--- src/rtl/mult_stall_unit.sv ---
// mult_stall_unit: single-clock shift-add multiplier for the Execute stage.
//
// Holds the pipeline through 'stall' until the product is ready. It handles
// signed and unsigned operands, can end early once the remaining multiplier
// bits are all zero, can be flushed, and carries a destination-register tag
// through to write-back.
//
// Ports
//   clk        in   system clock, rising edge
//   rst        in   synchronous reset, active-low
//   start      in   multiply request, accepted only in idle
//   is_signed  in   two's-complement operands when set, sampled with start
//   flush      in   abort an operation in load/run
//   op_a       in   multiplicand [WIDTH]
//   op_b       in   multiplier   [WIDTH]
//   tag_in     in   destination register index [TAG_W]
//   busy       out  operation in flight (load or run)
//   stall      out  pipeline hold request
//   done       out  one-cycle pulse, product/tag_out valid
//   product    out  result [2*WIDTH], held until the next done
//   tag_out    out  tag captured at start, held with product
module mult_stall_unit #(
  parameter int unsigned WIDTH      = 16,
  parameter int unsigned EARLY_EXIT = 1,
  parameter int unsigned TAG_W      = 5
) (
  input  logic                 clk,
  input  logic                 rst,
  input  logic                 start,
  input  logic                 is_signed,
  input  logic                 flush,
  input  logic [WIDTH-1:0]     op_a,
  input  logic [WIDTH-1:0]     op_b,
  input  logic [TAG_W-1:0]     tag_in,
  output logic                 busy,
  output logic                 stall,
  output logic                 done,
  output logic [2*WIDTH-1:0]   product,
  output logic [TAG_W-1:0]     tag_out
);

  localparam int unsigned PW   = 2 * WIDTH;
  localparam int unsigned CntW = $clog2(WIDTH + 1);
  localparam logic [CntW-1:0] CntMax = CntW'(WIDTH);

  typedef enum logic [1:0] {StIdle, StLoad, StRun, StDone} state_e;

  state_e            state_q, state_d;
  logic [WIDTH-1:0]  a_q, a_d;
  logic [WIDTH-1:0]  b_q, b_d;
  logic              sgn_q, sgn_d;
  logic [TAG_W-1:0]  tag_q, tag_d;
  logic [PW-1:0]     mcand_q, mcand_d;
  logic [WIDTH-1:0]  mplier_q, mplier_d;
  logic [PW-1:0]     acc_q, acc_d;
  logic              neg_q, neg_d;
  logic [CntW-1:0]   cnt_q, cnt_d;
  logic [PW-1:0]     product_q, product_d;
  logic [TAG_W-1:0]  tag_out_q, tag_out_d;

  logic [WIDTH-1:0]  abs_a, abs_b;

  // Magnitudes as unsigned WIDTH-bit values; the most negative input maps to
  // 2^(WIDTH-1), which still fits because the result is treated as unsigned.
  always_comb begin
    abs_a = (sgn_q && a_q[WIDTH-1]) ? -a_q : a_q;
    abs_b = (sgn_q && b_q[WIDTH-1]) ? -b_q : b_q;
  end

  always_comb begin
    state_d   = state_q;
    a_d       = a_q;
    b_d       = b_q;
    sgn_d     = sgn_q;
    tag_d     = tag_q;
    mcand_d   = mcand_q;
    mplier_d  = mplier_q;
    acc_d     = acc_q;
    neg_d     = neg_q;
    cnt_d     = cnt_q;
    product_d = product_q;
    tag_out_d = tag_out_q;

    case (state_q)
      StIdle: begin
        // Flush wins over a simultaneous start: nothing is captured.
        if (!flush && start) begin
          a_d     = op_a;
          b_d     = op_b;
          sgn_d   = is_signed;
          tag_d   = tag_in;
          state_d = StLoad;
        end
      end

      StLoad: begin
        if (flush) begin
          state_d = StIdle;
        end else begin
          mcand_d  = {{WIDTH{1'b0}}, abs_a};
          mplier_d = abs_b;
          neg_d    = sgn_q & (a_q[WIDTH-1] ^ b_q[WIDTH-1]);
          acc_d    = '0;
          cnt_d    = '0;
          state_d  = StRun;
        end
      end

      StRun: begin
        if (flush) begin
          state_d = StIdle;
        end else begin
          // mcand_q is pre-shifted each cycle, so it always equals |a| << cnt.
          if (mplier_q[0]) begin
            acc_d = acc_q + mcand_q;
          end
          mcand_d  = mcand_q << 1;
          mplier_d = mplier_q >> 1;
          cnt_d    = cnt_q + CntW'(1);
          if ((cnt_d == CntMax) || ((EARLY_EXIT != 0) && (mplier_d == '0))) begin
            // Result registered on the way into StDone so it is valid with done.
            state_d   = StDone;
            product_d = neg_q ? -acc_d : acc_d;
            tag_out_d = tag_q;
          end
        end
      end

      StDone: begin
        // start is deliberately ignored here.
        state_d = StIdle;
      end

      default: begin
        state_d = StIdle;
      end
    endcase
  end

  always_ff @(posedge clk) begin
    if (!rst) begin
      state_q   <= StIdle;
      a_q       <= '0;
      b_q       <= '0;
      sgn_q     <= 1'b0;
      tag_q     <= '0;
      mcand_q   <= '0;
      mplier_q  <= '0;
      acc_q     <= '0;
      neg_q     <= 1'b0;
      cnt_q     <= '0;
      product_q <= '0;
      tag_out_q <= '0;
    end else begin
      state_q   <= state_d;
      a_q       <= a_d;
      b_q       <= b_d;
      sgn_q     <= sgn_d;
      tag_q     <= tag_d;
      mcand_q   <= mcand_d;
      mplier_q  <= mplier_d;
      acc_q     <= acc_d;
      neg_q     <= neg_d;
      cnt_q     <= cnt_d;
      product_q <= product_d;
      tag_out_q <= tag_out_d;
    end
  end

  always_comb begin
    busy    = (state_q == StLoad) || (state_q == StRun);
    // Combinational so the requesting instruction is held from its first cycle.
    stall   = busy | (start & (state_q == StIdle));
    done    = (state_q == StDone);
    product = product_q;
    tag_out = tag_out_q;
  end

endmodule

--- config.mk ---
export PLATFORM = sky130hd
export DESIGN_NAME = mult_stall_unit
export DESIGN_NICKNAME = d
export VERILOG_FILES = /design/src/rtl/mult_stall_unit.sv
export SDC_FILE = /design/constraint.sdc
export NUM_CORES = 1
export LEC_CHECK = 0
export ABC_AREA = 1
export CORE_ASPECT_RATIO = 0.75
export CORE_UTILIZATION = 54
export DETAILED_ROUTE_END_ITERATION = 8
export HOLD_SLACK_MARGIN = 0.05
export PLACE_DENSITY = 0.78
export SLEW_MARGIN = 20
export SYNTH_ARGS = -nofsm -noshare
export SYNTH_HDL_FRONTEND = slang
export SYNTH_SLANG_ARGS = --single-unit
--- constraint.sdc ---
create_clock -name clk -period 2.5 [get_ports clk]
set_input_delay 0.375 -clock clk [delete_from_list [all_inputs] [get_ports clk]]
set_output_delay 0.375 -clock clk [all_outputs]
set_load 0.01 [all_outputs]
# --- Word-level counts from Yosys, hierarchy flattened ---
# Index checks and enable logic that the tools add are counted.
op_classes:
  muxes: 23
  reduce_logical: 14
  bitwise_logic: 5
  add_sub_neg: 5
  eq_ne: 8
op_table:
  columns: ["operator", "n"]
  rows:
  - ["32-bit two-way mux", 8]
  - ["32-bit one-hot mux with 2 select lines", 2]
  - ["16-bit two-way mux", 4]
  - ["32-bit adder", 1]
  - ["16-bit negation", 2]
  - ["32-bit negation", 1]
  - ["16-bit one-hot mux with 2 select lines", 1]
  - ["16-bit logical NOT", 1]
  - ["5-bit two-way mux", 2]
  - ["5-bit one-hot mux with 2 select lines", 1]
  - ["2-bit two-way mux", 4]
  - ["2-bit one-hot mux with 4 select lines", 1]
  - ["2-bit inequality test, second input constant", 3]
  - ["2-bit AND reduction", 3]
  - ["3-bit AND reduction", 2]
  - ["5-bit by 1-bit adder with 5-bit output, second input constant", 1]
  - ["5-bit == test, second input constant", 1]
  - ["2-bit == test, second input constant", 2]
  - ["1-bit logical AND", 3]
  - ["3-bit inequality test, second input constant", 1]
  - ["1-bit bitwise AND", 2]
  - ["2-bit by 1-bit == test with 1-bit output, second input constant", 1]
  - ["2-bit logical NOT", 1]
  - ["1-bit logical OR", 2]
  - ["5 further kinds", 5]
totals:
  in_bits: 42
  regBits: 163
  out_inout_bits: 40
  word_cells: 67

# --- Depth between registers and ports, before layout ---
depth:
  word_depth: 6
  mapped_depth: 23

# --- Worst setup path after synthesis ---
# OpenSTA, ideal clock, no wires.
synth_timing:
  path_kind: "register to register"
  from: "register mcand_q[0]"
  to: "register product_q[18], in the netlist product[18]"
  path_buffers: 0
  path_slack_ns: -0.063
  synth_period_minus_slack_ns: 2.563
  arrival_ns: 2.454
  stages_incl_launch_ff: 17
  cell_sequence: "dfxtp_1 > ha_1 > fa_1 > o21ai_2 > ha_1 > inv_1 > nor2_1 > nand3_1 > nor2_2 > nand2_2 > nor2_4 > nand3_1 > o21ai_2 > xor2_1 > nand2_1 > nand2_1 > inv_1"
synth_via:
  elab_chain_cells: 6
synth_rtl:
  columns: ["item", "line_no", "text"]
  rows:
  - ["start: declaration", "53", "logic [PW-1:0] mcand_q, mcand_d;"]
  - ["start signal: assignment", "160", "mcand_q <= mcand_d;"]
  - ["32-bit adder (*)", "115", "acc_d = acc_q + mcand_q;"]
  - ["32-bit two-way mux (*)", "114", "if (mplier_q[0]) begin"]
  - ["32-bit two-way mux (*)", "110", "if (flush) begin"]
  - ["32-bit two-way mux (*)", "84", "case (state_q)"]
  - ["32-bit negation", "123", "product_d = neg_q ? -acc_d : acc_d;"]
  - ["32-bit two-way mux (*)", "123", null]
  - ["end signal: assignment", "165", "product_q <= product_d;"]
  - ["end: declaration", "58", "logic [PW-1:0] product_q, product_d;"]
# Mark *: on every way between the ends. The rest lies on a longest branch, timed or not. The select of a mux whose other input is x is not followed.
# A chain may end at the register's enable or synchronous reset.

# --- Worst setup path in the final report ---
layout_timing:
  from: "register acc_q[3]"
  to: "register product_q[29], in the netlist product[29]"
layout_via:
  elab_chain_cells: 6
layout_rtl:
  columns: ["item", "line_no", "text"]
  rows:
  - ["start: declaration", "55", "logic [PW-1:0] acc_q, acc_d;"]
  - ["start signal: assignment", "149", "acc_q <= '0;"]
  - ["start signal: assignment", "162", "acc_q <= acc_d;"]
  - ["32-bit adder", "115", null]
  - ["32-bit two-way mux (*)", "114", null]
  - ["32-bit two-way mux (*)", "110", null]
  - ["32-bit two-way mux (*)", "84", null]
  - ["32-bit negation", "123", null]
  - ["32-bit two-way mux (*)", "123", null]
# Marks and branches as above.

==> flow_metrics.tcl <==
set metrics [dict create \
    die_x_um 164 \
    nFillCells 1483 \
    max_clock_freq_ghz 0.369 \
    final.setup.worst_slack_ns -0.208 \
    async_flop_share_pct 0 \
    firstDrtPassIters 6 \
    timing.rr.end "product[29]$_SDFFE_PN0P_" \
    p_sw_share_pct 42.9 \
    dr_total_vias 12400 \
    pin_count 82 \
    hold_depth 3 \
    use_met2_pct 51.8 \
    finalNetCount 2048 \
    rrSetupSlack_ns -0.21 \
    mappedNetlistNets 1812 \
    final.setup_skew_ns 0.0115 \
    instances_no_fill 2230 \
    area_growth_pct 37.2 \
    htreeDepth 4 \
    cp_max_fo 6 \
    r2r-start "acc_q[3]$_SDFFE_PN0P_" \
    wirelength_mm 36.9 \
    whs_ns 0.430 \
    drt-initial-drc-count 1334 \
    cts_num_sinks 163 \
    cts_tree "yes" \
    grt_max_degree 94 \
    holdPathEnd "cnt_q[3]$_SDFFE_PN0P_" \
    cts-root-buf "clkbuf_16" \
    diodes 0 \
    gp_congestion 1.03 \
    num_rows 44 \
    hp-class "input port to register" \
    slew_viol_final 0 \
    clk_path_buf_depth 2 \
    design.die.area_sq_mm 0.0202 \
    p_seq_share_pct 27.1 \
    ys_ff_latch 163 \
    slew_headroom_pct 37.0 \
    rsz0062_at_grt "true" \
    postCtsHoldBufs 0 \
    power.leakage_nw 6.76 \
    worst_pin_slew_ns 0.944 \
    portBuffers 81 \
    post-route-drc-count 0 \
    synthTopCellsByArea "dfxtp_1 31%, nand2_1 18%, a21oi_1 7.7%" \
    yosysWarnings 0 \
    min_period_ns 2.71 \
    reg2reg_depth 22 \
    synthFlopType "dfxtp_1" \
    ys_seq_area_share_pct 30.7 \
    power_frac_comb_pct 51.6 \
    worstPathRequired_ns 2.85 \
    violations "setup timing" \
    power_density_mw_per_mm2 865 \
    min_from "rst" \
    clkPwrFrac_pct 21.3 \
    vdd_drop_max_v 0.000509 \
    via_per_inst 5.58 \
    antenna_left 0 \
    antenna_found_initial 0 \
    synth_area_sq_mm 0.0106 \
    fp.dieH_um 123 \
    track_usage_pct 35.3 \
    crit_type "register to register" \
    grt-busiest-layer "met2" \
    wl_per_cell_um 16.6 \
    switchingPower_mw 5.40 \
    clk_pin_slew_ns 0.07 \
    synth_top_area_share_pct 30.7 \
    crit_arrival_ns 3.05 \
    synth_top_area_cell "dfxtp_1" \
    worst_setup_path_end_kind "register" \
    synth_cell_types 44 \
    synth_edf_count 0 \
    cp-start-kind "register" \
    grt_pass1_vias 11000 \
    met1_usage_pct 50.9 \
    hold_viol_final 0 \
    clk_latency_ns 0.44 \
    final-setup-viol-count 23 \
    cts_buffers 17 \
    place_hpwl_mm 25.6 \
    grt_pass1_wl_mm 55.1 \
    drive_gt1_share_pct 25.3 \
    core_sq_mm 0.0193 \
    start_util_pct 55.0 \
    avgSynthCellArea_sq_um 6.14 \
    met3_usage_pct 7.98 \
    finalCritPeriodShare_pct 108 \
    syn_inst 1729 \
    overflow 0 \
    p_int_mw 7.20 \
    dp_cells 2178 \
    drv_cap 0 \
    outcome "finished, violations left" \
]
## registers in the layout, summed over array words and instances (netlist names)
name	count
product	32
sgn_q	1
tag_out	5
mcand_q	32
mplier_q	16
tag_q	5
b_q	16
state_q	2
acc_q	32
cnt_q	5
a_q	16
neg_q	1
## worst max-delay path, stage by stage, from the launching register on
cell and delay [ns]:
dfxtp_1 0.37, ha_4 0.22, buf_4 0.17, nand2_1 0.15, nand2_1 0.09, nand2_1 0.08
nand2_1 0.06, nand2_1 0.12, nand3_2 0.12, nand2_2 0.10, nand2_1 0.06, nand2_1 0.06
nand3_1 0.08, nand2_2 0.09, nand2_1 0.10, nor2_4 0.19, nand2_4 0.08, o21bai_4 0.20
nand2_1 0.07, nand2_1 0.06, nand3_1 0.06, nand2_1 0.06, inv_1 0.03
## cells in the mapped netlist (3+ instances only)
library cell and count:
nand2_1 505, inv_1 189, a21oi_1 164, dfxtp_1 163
nor2_1 161, o21ai_0 148, nand3_1 117, clkbuf_1 55
ha_1 40, or2_2 24, xor2_1 23, nor3_1 21
nand2_2 16, inv_2 11, nand4_1 10, nor2_2 10
nand3_2 7, buf_2 6, xnor2_1 6, nor4_1 5
and2_1 4, nand3b_1 4, a211oi_1 3, a31oi_1 3
buf_1 3, buf_4 3, clkinv_1 3, nor2_4 3
o21ai_2 3
## timing repair
item                                   4_1_cts  5_1_grt
endpoints found under the hold margin        0        0
pin swaps                                   33       61
setup endpoints to repair                   23       40
setup buffers                               12       14
gates resized for setup                     74      145
## cells by family after synthesis
logic type	share of synthesized area, %
fa+ha+maj	4.90
buf+inv	9.82
flops	30.7
xor+xnor	2.39
simple gates	36.0
compound gates	16.2
## stage by stage
step	util [%]	instance area [sq um]	worst slack, ns	setup TNS, ns	power, mW
final	75.4	14600	-0.208	-3.04	12.6
after global routing	75.4	14600	-0.371	-6.93	13.3
after floorplan	-	10600	-0.00593	-0.0176	6.60
after detailed placement	66.9	12900	-0.283	-4.13	8.63
after global placement	66.9	12900	-0.229	-3.54	8.54
after CTS	72.2	13900	-0.174	-1.91	11.7
## metal layers
layer / routed length [um] / share of wire [%]
met1: 16600 / 45
met4: 873 / 2.4
met5: 0 / 0
met3: 3840 / 10
met2: 15600 / 42
## cell type report
cell class	count	area, sq um	share of cell area [%]
multi-input cells	1295	7190	49.3
flip-flops and latches	163	3310	22.7
repair buffers	285	2410	16.5
inverters	203	762	5.23
clock buffers	17	425	2.92
well taps	253	317	2.17
clock inverters	14	171	1.18
## how the worst max path moves through the flow
stage	startpoint	endpoint	slack [ns]	cells after the start
5_1_grt	acc_q[7]$_SDFFE_PN0P_	product[18]$_SDFFE_PN0P_	-0.37	17
3_5_place_dp	mcand_q[0]$_SDFFE_PN0P_	product[13]$_SDFFE_PN0P_	-0.28	18
6_report	acc_q[3]$_SDFFE_PN0P_	product[29]$_SDFFE_PN0P_	-0.21	22
3_3_place_gp	mcand_q[10]$_SDFFE_PN0P_	product[28]$_SDFFE_PN0P_	-0.23	18
4_1_cts	acc_q[0]$_SDFFE_PN0P_	product[29]$_SDFFE_PN0P_	-0.17	18
2_1_floorplan	mcand_q[0]$_SDFFE_PN0P_	product[29]$_SDFFE_PN0P_	-0.006	20
## power by group through the flow
stage | sequential [mW] | clock, mW | combinational (mW)
6_report | 3.42 | 2.69 | 6.50
5_1_grt | 3.46 | 2.82 | 7.05
4_1_cts | 3.35 | 2.69 | 5.71
3_5_place_dp | 3.37 | 0 | 5.26
3_3_place_gp | 3.36 | 0 | 5.18
2_1_floorplan | 3.28 | 0 | 3.32
## cells in the final DEF, fill, tap and decap left out, drive strengths merged, types with 2 or more instances in the layout
cell type | netlist | routed
a211oi | 3 | 3
and2 | 4 | 4
o21ai | 153 | 153
inv | 200 | 205
nand2 | 523 | 523
ha | 40 | 40
nor4 | 5 | 5
or2 | 25 | 25
a21oi | 165 | 165
a31oi | 3 | 3
o221ai | 2 | 2
clkdlybuf4s50 | 0 | 80
nand3b | 4 | 4
nand4 | 10 | 10
nand3 | 124 | 124
xor2 | 23 | 23
clkbuf | 55 | 17
o21bai | 2 | 2
o21a | 2 | 2
nor3 | 22 | 22
xnor2 | 6 | 6
nor2 | 175 | 175
buf | 13 | 205
dfxtp | 163 | 163
clkinv | 3 | 10
No activity file was read; power rests on OpenSTA's default activity.
==> edit, RTL diff (same settings) <==
The parameter `TAG_W` goes from 5 to 4.
--- a/src/rtl/mult_stall_unit.sv
+++ b/src/rtl/mult_stall_unit.sv
@@ -24,3 +24,3 @@
   parameter int unsigned EARLY_EXIT = 1,
-  parameter int unsigned TAG_W      = 5
+  parameter int unsigned TAG_W      = 4
 ) (
Ports: changed (resized tag_in and tag_out); port bits go from 82 to 80. No check against the original RTL was run, so the function may have changed too.
==> edit against the unedited design <==
- the run still ends with setup timing left
- global-route usage fell by 2.9 points
- sequential cell count fell by 2
- setup slack got worse by 0.081 ns
- final area fell by 4.2%
- routed wire length shrank 8.2%
- area after synthesis is 1.6% lower
- via count decreased by 4.5%
- total power fell by 1.6%
- clock power rose by 5%
- utilization decreased by 0.82 points
- critical path type unchanged
==> edit: results (changes against the unedited design) <==
Placement:
- The number of buffers inserted by port buffering is 79 (-2.5%).
- The post-placement cell area is 12,500 µm² (-3.4%).
- The pre-CTS worst setup slack is -0.280 ns (+0.00316 ns).
- The weighted congestion at the end of routability-driven global placement came to 0.928 (-10%).

STA:
- The total of endpoints with negative setup slack in the final report is 24 (+4.3%).
- The final worst clock skew came to 0.0128 ns (+0.00126 ns).
- The worst hold margin came to 0.449 ns (+0.0189 ns).
- The summed negative setup slack over all endpoints was -4.76 ns (-1.72 ns).
- The final worst slack is -0.289 ns (-0.0811 ns).

Global route:
- The global-route wire length before repair is 50,800 µm (-7.8%).
- The met1 track demand over resource was 48.3% (-2.6 points).
- The overall track demand over capacity in global routing was 32.3% (-2.9 points).
- The global routing usage on met3 came to 6.12% (-1.9 points).
- The via count of the first global-routing pass is 10,215 (-7.5%).
- The largest net degree at the start of global routing is 95 (+1.1%).

Pwr:
- The worst IR drop on VDD is 0.000678 V (+33%).
- The static power due to leakage was 6.48 nW (-4.1%).

Setup path:
- The maximum fanout count along the critical path is 3 (-3).
- The arrival time reported for the critical path endpoint is 3.08 ns (+0.03 ns).
- The worst reg-to-reg path cell count is 16 (-27%).
- Among all stages on the critical path, the largest delay is contributed by fa_2.

Synth:
- The xor/xnor share of the synthesized area is 2.43% (+0.039 points).
- The post-synthesis share of cell area spent on full adders, half adders and majority gates is 4.98% (+0.080 points).
- Ranked by instance count, the synthesized netlist is headed by 502 x nand2_1, 210 x inv_1, 165 x a21oi_1, 161 x dfxtp_1, 154 x nor2_1.
- The number of distinct library cells after synthesis is 48 (+9.1%).
- The compound-cell area share of the yosys netlist is 16.8% (+0.61 points).
- The synthesized net count is 1,777 (-1.9%).

Routing:
- The DRC marker count from the first detailed-route iteration is 1,262 (-5.4%).

Finish:
- The fraction of layout cells with a size suffix above 1 came to 21.1% (-4.2 points).
- The post-layout net count is 1,977 (-3.5%).

Run status:
- The run finished, with violations left.
- The checks that failed: setup timing.
## edit: cell count changes after synthesis, sizes merged, moves of 3 or more
| cell | delta |
|---|---|
| nand3 | -14 |
| o21bai | +3 |
| nand2 | -7 |
| inv | +13 |
| buf | +3 |
| o21ai | -7 |
| nor2 | -10 |
| clkbuf | -5 |
| or2 | -10 |
## edit: per-stage QoR
step | std cells | power (mW)
2_1_floorplan | 1695 | 6.57
3_3_place_gp | 2107 | 8.23
3_5_place_dp | 2107 | 8.31
4_1_cts | 2146 | 11.4
5_1_grt | 2155 | 13.1
6_report | 2155 | 12.4
## edit: cell type report
type	count	area (µm²)
Clock buffer	17	425
Clock inverter	15	219
Fill cell	1503	4760
Inverter	217	825
Multi-Input combinational cell	1251	6820
Sequential cell	161	3240
Tap cell	247	309
Timing Repair Buffer	247	2120
## edit: report_power, final
group | internal [mW] | leakage, nW | total (mW) | switching [mW]
logic | 2.57 | 4.86 | 6.23 | 3.65
registers | 2.97 | 1.32 | 3.36 | 0.390
clock network | 1.55 | 0.312 | 2.83 | 1.28
total | 7.09 | 6.48 | 12.4 | 5.32
## edit: repair_timing
action	in CTS	in global routing
setup buffers	7	9
pin swaps	20	32
endpoints found under the setup margin	22	40
gates resized for setup	15	159
hold endpoints to repair	0	0
## edit: tightest hold or removal path: stages
cell     delay [ns]
buf_2          0.10
inv_2          0.20
a21oi_1        0.18
## edit: path summary, 6_finish.rpt
kind,start,to
worst max-delay path,acc_q[0],product[11]
worst min-delay path,rst,mplier_q[15]
worst max register to register,acc_q[0],product[11]
worst min register to register,mcand_q[31],mcand_q[31]
## edit: layer usage
layer	up-vias	share of wire, %
li1	5817	-
met1	5470	47
met2	557	42
met3	48	9.3
met4	0	1.4
met5	-	0
## edit: cells by family after synthesis
| kind of cell | after synthesis |
|---|---|
| flops | 161 |
| simple gates | 848 |
| compound gates | 333 |
| xor+xnor | 29 |
| fa+ha+maj | 41 |
| buf+inv | 283 |
